$ cat config.mk
export PLATFORM = sky130hd
export DESIGN_NAME = fetch_unit
export DESIGN_NICKNAME = d
export VERILOG_FILES = /design/src/rtl/rv_pkg.sv /design/src/rtl/fetch_fifo.sv /design/src/rtl/fetch_unit.sv
export SDC_FILE = /design/constraint.sdc
export NUM_CORES = 1
export LEC_CHECK = 0
export CAP_MARGIN = 20
export CELL_PAD_IN_SITES_DETAIL_PLACEMENT = 1
export CELL_PAD_IN_SITES_GLOBAL_PLACEMENT = 2
export CORE_ASPECT_RATIO = 1.2
export CORE_UTILIZATION = 40
export CTS_BUF_LIST = sky130_fd_sc_hd__clkbuf_16
export DETAILED_ROUTE_END_ITERATION = 10
export DONT_BUFFER_PORTS = 1
export PLACE_DENSITY_LB_ADDON = 0.1
export SYNTH_ARGS = -nofsm -noshare
export SYNTH_HDL_FRONTEND = slang
export SYNTH_SLANG_ARGS = --single-unit
$ cat constraint.sdc
create_clock -name clk -period 8.2 [get_ports clk]
set_input_delay 2.46 -clock clk [delete_from_list [all_inputs] [get_ports clk]]
set_output_delay 2.46 -clock clk [all_outputs]
set_load 0.1 [all_outputs]
$ cat src/rtl/rv_pkg.sv
// rv_pkg: shared RV32 constants for the front end (fetch, decode).
//   XLEN / ILEN : address and instruction widths
//   RESET_PC    : default first fetch address
//   NOP         : canonical addi x0,x0,0 encoding
//   align_word  : clears the byte offset of an address
package rv_pkg;
  localparam int XLEN = 32;
  localparam int ILEN = 32;
  localparam logic [XLEN-1:0] RESET_PC = 32'h0000_0000;
  localparam logic [ILEN-1:0] NOP = 32'h0000_0013;

  function automatic logic [XLEN-1:0] align_word(input logic [XLEN-1:0] addr);
    return {addr[XLEN-1:2], 2'b00};
  endfunction
endpackage

$ cat src/rtl/fetch_fifo.sv
// fetch_fifo: synchronous FIFO with flush, registered storage, no bypass.
//   clk, rst          : clock, asynchronous active-high reset
//   push, push_data   : write request and data (ignored when full unless popping)
//   pop               : consume head (ignored when empty)
//   flush             : empties the FIFO; wins over push/pop in the same cycle
//   head_data         : head entry, forced to zero while empty
//   full, empty, count: occupancy status
module fetch_fifo
  import rv_pkg::*;
#(
  parameter int WIDTH = 32,
  parameter int DEPTH = 2
) (
  input  logic                     clk,
  input  logic                     rst,
  input  logic                     push,
  input  logic [WIDTH-1:0]         push_data,
  input  logic                     pop,
  input  logic                     flush,
  output logic [WIDTH-1:0]         head_data,
  output logic                     full,
  output logic                     empty,
  output logic [$clog2(DEPTH):0]   count
);
  localparam int AW = $clog2(DEPTH);
  localparam int CW = AW + 1;

  logic [WIDTH-1:0] mem [DEPTH];
  logic [AW-1:0]    wr_ptr;
  logic [AW-1:0]    rd_ptr;
  logic             do_push;
  logic             do_pop;

  assign full    = (count == CW'(DEPTH));
  assign empty   = (count == '0);
  assign do_pop  = pop && !empty;
  // A pop frees the slot in the same cycle, so a full FIFO can still take a push.
  assign do_push = push && (!full || do_pop);

  // Zero while empty so downstream sees a clean value rather than stale storage.
  assign head_data = empty ? '0 : mem[rd_ptr];

  always_ff @(posedge clk or posedge rst) begin
    if (rst) begin
      wr_ptr <= '0;
      rd_ptr <= '0;
      count  <= '0;
    end else if (flush) begin
      wr_ptr <= '0;
      rd_ptr <= '0;
      count  <= '0;
    end else begin
      if (do_push) wr_ptr <= wr_ptr + AW'(1);
      if (do_pop)  rd_ptr <= rd_ptr + AW'(1);
      case ({do_push, do_pop})
        2'b10:   count <= count + CW'(1);
        2'b01:   count <= count - CW'(1);
        default: count <= count;
      endcase
    end
  end

  always_ff @(posedge clk) begin
    if (do_push && !flush) mem[wr_ptr] <= push_data;
  end
endmodule

$ cat src/rtl/fetch_unit.sv
// fetch_unit: instruction fetch stage. Owns the PC, issues word reads to
// imem under a credit limit and buffers returned words for the decoder.
//   clk, rst                         : clock, asynchronous active-high reset
//   imem_req_valid/ready/addr        : imem read request channel
//   imem_rsp_valid/data              : in-order imem responses, no back-pressure
//   redirect_valid/pc                : single-cycle restart from execute
//   instr_valid/ready, instr/instr_pc: handshake to the decoder
module fetch_unit
  import rv_pkg::*;
#(
  parameter logic [XLEN-1:0] RESET_PC = rv_pkg::RESET_PC,
  parameter int              DEPTH    = 2
) (
  input  logic            clk,
  input  logic            rst,
  output logic            imem_req_valid,
  input  logic            imem_req_ready,
  output logic [XLEN-1:0] imem_req_addr,
  input  logic            imem_rsp_valid,
  input  logic [ILEN-1:0] imem_rsp_data,
  input  logic            redirect_valid,
  input  logic [XLEN-1:0] redirect_pc,
  output logic            instr_valid,
  input  logic            instr_ready,
  output logic [ILEN-1:0] instr,
  output logic [XLEN-1:0] instr_pc
);
  localparam int CW = $clog2(DEPTH) + 1;

  logic [XLEN-1:0]      fetch_pc;
  logic [CW-1:0]        outstanding;
  logic [CW-1:0]        drop_cnt;
  logic [CW-1:0]        fifo_count;
  logic                 req_fire;
  logic                 rsp;
  logic                 drop_rsp;
  logic                 data_push;
  logic                 data_pop;
  logic                 data_full;
  logic                 data_empty;
  logic [ILEN+XLEN-1:0] data_head;
  logic [XLEN-1:0]      pcq_head;
  logic                 pcq_full;
  logic                 pcq_empty;
  logic [CW-1:0]        pcq_count;
  logic                 unused_fifo_status;

  // Every request in flight owns a FIFO slot, so responses never need
  // back-pressure.
  assign imem_req_valid = !rst && !redirect_valid &&
                          (({1'b0, fifo_count} + {1'b0, outstanding}) < (CW+1)'(DEPTH));
  assign imem_req_addr  = fetch_pc;
  assign req_fire       = imem_req_valid && imem_req_ready;
  assign rsp            = imem_rsp_valid;
  assign drop_rsp       = (drop_cnt != '0);

  // A response landing in a redirect cycle is stale by definition.
  assign data_push = rsp && !drop_rsp && !redirect_valid;
  assign data_pop  = instr_valid && instr_ready && !redirect_valid;

  assign instr_valid = !data_empty;
  assign instr       = data_head[ILEN+XLEN-1:XLEN];
  assign instr_pc    = data_head[XLEN-1:0];

  assign unused_fifo_status = ^{data_full, pcq_full, pcq_empty, pcq_count};

  always_ff @(posedge clk or posedge rst) begin
    if (rst) begin
      fetch_pc    <= RESET_PC;
      outstanding <= '0;
      drop_cnt    <= '0;
    end else if (redirect_valid) begin
      // No request fires this cycle; all remaining in-flight words are stale.
      fetch_pc    <= align_word(redirect_pc);
      outstanding <= outstanding - CW'(rsp);
      drop_cnt    <= outstanding - CW'(rsp);
    end else begin
      if (req_fire) fetch_pc <= fetch_pc + XLEN'(4);
      outstanding <= outstanding + CW'(req_fire) - CW'(rsp);
      if (rsp && drop_rsp) drop_cnt <= drop_cnt - CW'(1);
    end
  end

  fetch_fifo #(
    .WIDTH(ILEN + XLEN),
    .DEPTH(DEPTH)
  ) u_data_fifo (
    .clk       (clk),
    .rst       (rst),
    .push      (data_push),
    .push_data ({imem_rsp_data, pcq_head}),
    .pop       (data_pop),
    .flush     (redirect_valid),
    .head_data (data_head),
    .full      (data_full),
    .empty     (data_empty),
    .count     (fifo_count)
  );

  // Request PCs ride alongside in-flight requests; never flushed, since stale
  // entries drain one-for-one with the dropped responses.
  fetch_fifo #(
    .WIDTH(XLEN),
    .DEPTH(DEPTH)
  ) u_pc_queue (
    .clk       (clk),
    .rst       (rst),
    .push      (req_fire),
    .push_data (fetch_pc),
    .pop       (rsp),
    .flush     (1'b0),
    .head_data (pcq_head),
    .full      (pcq_full),
    .empty     (pcq_empty),
    .count     (pcq_count)
  );
endmodule

==> results of run 1 <==
-- synthesized netlist by cell type, drive strengths merged (2+ instances only) --
library cell	number	area, sq um
o211ai	5	37.5
and4	2	17.5
buf	11	61.3
xnor2	6	52.6
dfrtp	42	1050
inv	13	48.8
nor4	3	33.8
mux2i	95	951
xor2	6	52.6
nor3	5	30.0
nand3	17	90.1
o21ai	28	140
edfxtp	186	5590
and3	6	37.5
ha	6	75.1
a21oi	9	45.0
a221o	5	50.1
nor2b	7	43.8
nand4	12	87.6
nand2b	5	31.3
nand3b	4	30.0
or4	3	22.5
nand2	42	160
and2	3	18.8
o311ai	11	96.4
a32oi	2	17.5
a31oi	4	25.0
nor2	117	439
clkbuf	26	97.6
-- registers in the layout, indices dropped and copies added (netlist names) --
register and count:
u_data_fifo.rd_ptr 1, u_pc_queue.count 2, u_pc_queue.wr_ptr 1, u_data_fifo.wr_ptr 1, u_pc_queue.rd_ptr 1, drop_cnt 2, u_data_fifo.mem 126, outstanding 2
u_pc_queue.mem 60, u_data_fifo.count 2, imem_req_addr 30
-- report_power, final --
part / internal, W / total, W / switching, W
Combinational: 0.000208 / 0.000969 / 0.000761
Sequential: 0.00141 / 0.00159 / 0.000182
Clock: 0.000612 / 0.00104 / 0.000427
Total: 0.00223 / 0.00360 / 0.00137
-- routing by layer --
layer,global-route usage,share of wire,vias to the layer above
met1,0.202,0.42,2709
li1,-,-,2562
met4,0.0528,0.021,0
met3,0.0493,0.071,30
met5,0,0,-
met2,0.289,0.48,158
-- cell type report --
| cell class | instances | area (sq um) | area share |
|---|---|---|---|
| clock buffers | 25 | 626 | 0.0574 |
| inverters | 13 | 48.8 | 0.00448 |
| flip-flops and latches | 228 | 6640 | 0.609 |
| multi-input cells | 415 | 2880 | 0.264 |
| repair buffers | 22 | 178 | 0.0163 |
| clock inverters | 18 | 134 | 0.0123 |
| well taps | 315 | 394 | 0.0362 |
-- cells by family (layout without fill, tap and decap cells) --
family,count (synthesis),after routing,share of synthesized area
simple gates,231,231,0.115
flops,228,228,0.697
mux,95,95,0.0998
compound gates,66,66,0.0449
buf+inv,50,78,0.0218
xor+xnor,12,12,0.0110
fa+ha+maj,7,7,0.00998
other cells,1,4,0.000394
-- final timing paths --
path	startpoint	end	slack [ns]	cells after the start
max	rst	imem_req_valid	2.66	2
min	imem_req_addr[7]	u_pc_queue.mem[0][7]	0.48	0
max reg2reg	u_data_fifo.count[0]	outstanding[1]	4.60	13
min reg2reg	imem_req_addr[7]	u_pc_queue.mem[0][7]	0.48	0
max in group asynchronous	rst	u_data_fifo.rd_ptr	5.78	2
min in group asynchronous	rst	outstanding[1]	1.98	2
-- per-stage QoR --
step                hold WS, ns  setup slack, ns
floorplan                 0.465            0.136
global placement          0.461             2.64
detailed placement        0.463             2.65
CTS                       0.480             2.65
global route              0.497             2.63
finish                    0.479             2.66
==> summary.txt, run 1 <==
Run status
  – Outcome: finished clean

Final layout
  – Commonest non-fill, non-tap cells in the layout: 186 x edfxtp_1, 95 x mux2i_1, 65 x nor2_2
  – Layout Cells excl Fill: 1036
  – Fillers: 2311
  – Post-Route Utilization: 0.468
  – Fraction of layout cells with a size suffix above 1: 0.186
  – Final net count: approximately 780
  – Final instance area: 10900 sq um
  – Most common cell after layout, fill and taps aside: edfxtp_1
  – Syn-to-layout area delta: 14.4%
  – Number of diodes: 0

Setup path
  – Crit Path Class: in -> out
  – CP max FO: 4
  – CP Capture Type: output port
  – Max incr delay on CP: 0.35 ns
  – Crit path buf inv count: 1
  – Critical Path AT: roughly 3 ns
  – Critical path's slowest cell: buf_4
  – Worst-path cell chain: nor4_4, buf_4
  – Delay-heaviest family, CP: buffers and inverters
  – CP Launch Type: input pin
  – CP required: 5.74 ns

Clocking
  – Post-CTS resize count: 0
  – Clk sink count: around 230
  – Hold-fix buffers, CTS: 0
  – Clk root buf: clkbuf_16
  – Clock transition at the registers of the reported paths: 0.06 ns
  – Cts bufs inserted: 24
  – Setup bufs post-CTS: 0
  – Bufs on Longest Clock Path: 3
  – Worst-Skew Late Latency: ~0.52 ns
  – CTS H-tree lvls: 1
  – CTS tree: done

Route
  – Iter 0 DRT Violations: 193
  – DRT Pass-1 Iters: 4
  – Via Count: about 5500
  – Final ANT Viol Nets: 0
  – Residual DRC: 0
  – Routed WL: 20500 um
  – Wire per inst: 19.8 um
  – Vias/cell: 5.27

Synthesis
  – Synthesized area per cell: around 14 sq um
  – Synthesized instance count: between 600 and 700
  – Post-synth top flop: edfxtp_1
  – Register area share after synthesis: 0.697
  – FF+latch count, synth: 228
  – Number of synthesized flops with an enable pin: 186
  – Netlist cell types: between 40 and 50
  – Synthesized area: between 9000 and 10000 sq um
  – Synth Warn #: 0
  – Async SR Flop Fraction: 0.184

Hold path
  – Hold Path Class: reg -> reg

Floorplanning
  – Die footprint: 24400 sq um
  – I/O pin total: 168
  – Die width: 143 um
  – Die Ht: 171 um
  – Rows: 61
  – Starting density of the core: 0.409
  – Core area: 23300 sq um

Placed design
  – IO buf count: 0
  – HPWL after detailed placement: 13400 um
  – GP Congestion: 0.795
  – Dpl cell area: between 10000 and 15000 sq um
  – Placed cell count: 993

STA
  – RSZ-0062 raised after global routing: no
  – Slew Limit Fails: 0
  – Worst slew pin tran: roughly 1.1 ns
  – Final Skew: between 0.01 and 0.015 ns
  – Setup_tns: 0 ns
  – Final Hold Viols: 0
  – Max Fclk: between 150 and 200 MHz
  – Period utilisation layout: 0.676
  – Setup violations, final: 0
  – Rel. slew slack: 0.236
  – Period minus WS final: 5.54 ns

GRT
  – Vias in the first global route: between 5000 and 6000
  – Initial antenna violation count: 0
  – Total grt overflow: 0
  – Total GRT Usage: 0.168
  – First-pass GRT wire length: 31700 um
  – Pin count of the biggest net entering global routing: 65

Power
  – Post-route total power: 0.00360 W
  – Power Dens Cells: about 330 nW/um^2
  – Pleak: 3.73 nW
  – VDD IR max: 0.000141 V

Job
  – Max_cap viols: 0
Power figures use the tool's default switching activity.
==> inputs of run 2 (changes only) <==
- clock period: 8.2 -> 5.5 ns (I/O delays scaled with it)
==> summary.txt, run 2 (synthesis results as in run 1) <==
Setup path
  – CP Capture Type: output port
  – CP max FO: 64
  – CP Launch Type: flip-flop
  – Critical Path AT: 2.63 ns
  – Critical path's slowest cell: buf_4
  – CP required: 3.85 ns
  – Crit Path Class: reg -> out
  – Worst-path cell chain: nor2_4, buf_4, inv_1
  – Max incr delay on CP: 0.76 ns

STA
  – RSZ-0062 raised after global routing: no
  – Period utilisation layout: 0.778
  – Slew Limit Fails: 0
  – Setup_tns: 0 ns
  – Period minus WS final: 4.28 ns
  – Setup violations, final: 0
  – Worst slew pin tran: 1.14 ns
  – Max Fclk: 234 MHz
  – Final Skew: 0.0178 ns
  – Final Hold Viols: 0
  – Rel. slew slack: 0.240

GRT
  – Initial antenna violation count: 0
  – Vias in the first global route: 5846
  – Gr busiest metal: met2
  – Grt met1 use: 0.209
  – Total GRT Usage: 0.173
  – First-pass GRT wire length: roughly 33000 um
  – Met3 usage: 0.0549
  – Total grt overflow: 0
  – Met2 Use GR: 0.297
  – Pin count of the biggest net entering global routing: 65

Power
  – Pleak: 3.76 nW
  – Logic pwr share: 0.262
  – Power Dens Cells: ~500 nW/um^2
  – Seq pwr share: 0.457
  – VDD IR max: around 0.00019 V
  – Sw Pwr: roughly 0.002 W
  – Clk pwr share: 0.281
  – Switching Share: 0.382
  – Internal Power: 0.00330 W

Placed design
  – HPWL after detailed placement: 13500 um
  – GP Congestion: 0.781
  – IO buf count: 0
  – Dpl cell area: 10100 sq um

Route
  – Final ANT Viol Nets: 0
  – Wire per inst: 20.0 um
  – Routed WL: 20700 um
  – Residual DRC: 0
  – Iter 0 DRT Violations: 181
  – Via Count: 5514
  – DRT Pass-1 Iters: 4
  – Vias/cell: 5.31

Clocking
  – Cts bufs inserted: 24
  – Setup bufs post-CTS: 0
  – Bufs on Longest Clock Path: 3
  – CTS tree: done
  – Clock transition at the registers of the reported paths: 0.06 ns
  – Clk sink count: 228
  – Hold-fix buffers, CTS: 0
  – Clk root buf: clkbuf_16
  – CTS H-tree lvls: 1
  – Worst-Skew Late Latency: ~0.52 ns
  – Post-CTS resize count: 0

Final layout
  – Final net count: 783
  – Fraction of layout cells with a size suffix above 1: 0.191
  – Most common cell after layout, fill and taps aside: edfxtp_1
  – Commonest non-fill, non-tap cells in the layout: 186 x edfxtp_1, 95 x mux2i_1, 65 x nor2_2
  – Biggest register: u_data_fifo.mem
  – Fillers: 2292
  – Largest register FFs: 126
  – Number of diodes: 0
  – Multi-input logic area: 2890 sq um
  – Reg area: 6640 sq um
  – Final instance area: 11000 sq um
  – Syn-to-layout area delta: 15.0%

Floorplanning
  – I/O pin total: 168
  – Core area: 23300 sq um
  – Rows: 61
  – Die Ht: 171 um
  – Die width: 143 um
  – Starting density of the core: 0.409
  – Die footprint: 24400 sq um

Run status
  – Outcome: finished clean

Job
  – Max_cap viols: 0

Hold path
  – Hold Path Class: reg -> reg
## run 2: final timing paths
path	from	end	slack, ns	cells after the start
setup / recovery	u_data_fifo.count[1]	instr_valid	1.22	3
max in group asynchronous	rst	u_data_fifo.rd_ptr	3.86	2
min in group asynchronous	rst	u_pc_queue.wr_ptr	1.19	2
setup reg to reg	u_data_fifo.count[0]	u_pc_queue.mem[1][20]	2.16	9
hold reg to reg	imem_req_addr[23]	u_pc_queue.mem[0][23]	0.50	0
hold / removal	imem_req_addr[23]	u_pc_queue.mem[0][23]	0.50	0
## run 2: power by group through the flow
stage / Sequential [W] / Combinational (W) / Clock (W)
final: 0.00244 / 0.00140 / 0.00150
after global routing: 0.00247 / 0.00150 / 0.00161
after CTS: 0.00248 / 0.00137 / 0.00154
after detailed placement: 0.00252 / 0.00137 / 0
after global placement: 0.00250 / 0.00133 / 0
after floorplan: 0.00242 / 0.00116 / 0
## run 2: layer usage
layer,vias to the layer above,routed length [um]
met1,2753,8560
met4,0,321
met2,160,10200
li1,2579,-
met5,-,0
met3,22,1690
## run 2: cell type report
class	count	area share
tap	315	0.0360
inverter	13	0.00446
clock inverter	19	0.0102
multi-input combinational	415	0.264
sequential	228	0.606
clock buffer	25	0.0571
timing repair buffer	24	0.0219
## run 2: worst max-delay path, delay by kind of cell (launching register included)
family,cells,cell delay (ns)
buf+inv,2,1.49
flops,1,0.49
simple gates,1,0.12
## run 2: through the flow
stage | cells | power, W | hold WS [ns] | setup WS (ns) | util
after detailed placement | 992 | 0.00389 | 0.494 | 1.39 | 0.435
after global routing | 1039 | 0.00558 | 0.533 | 1.04 | 0.471
final | 1039 | 0.00534 | 0.505 | 1.22 | 0.471
after CTS | 1036 | 0.00540 | 0.513 | 0.843 | 0.467
after global placement | 992 | 0.00384 | 0.481 | 1.44 | 0.435
after floorplan | 693 | 0.00358 | 0.465 | 0.236 | -
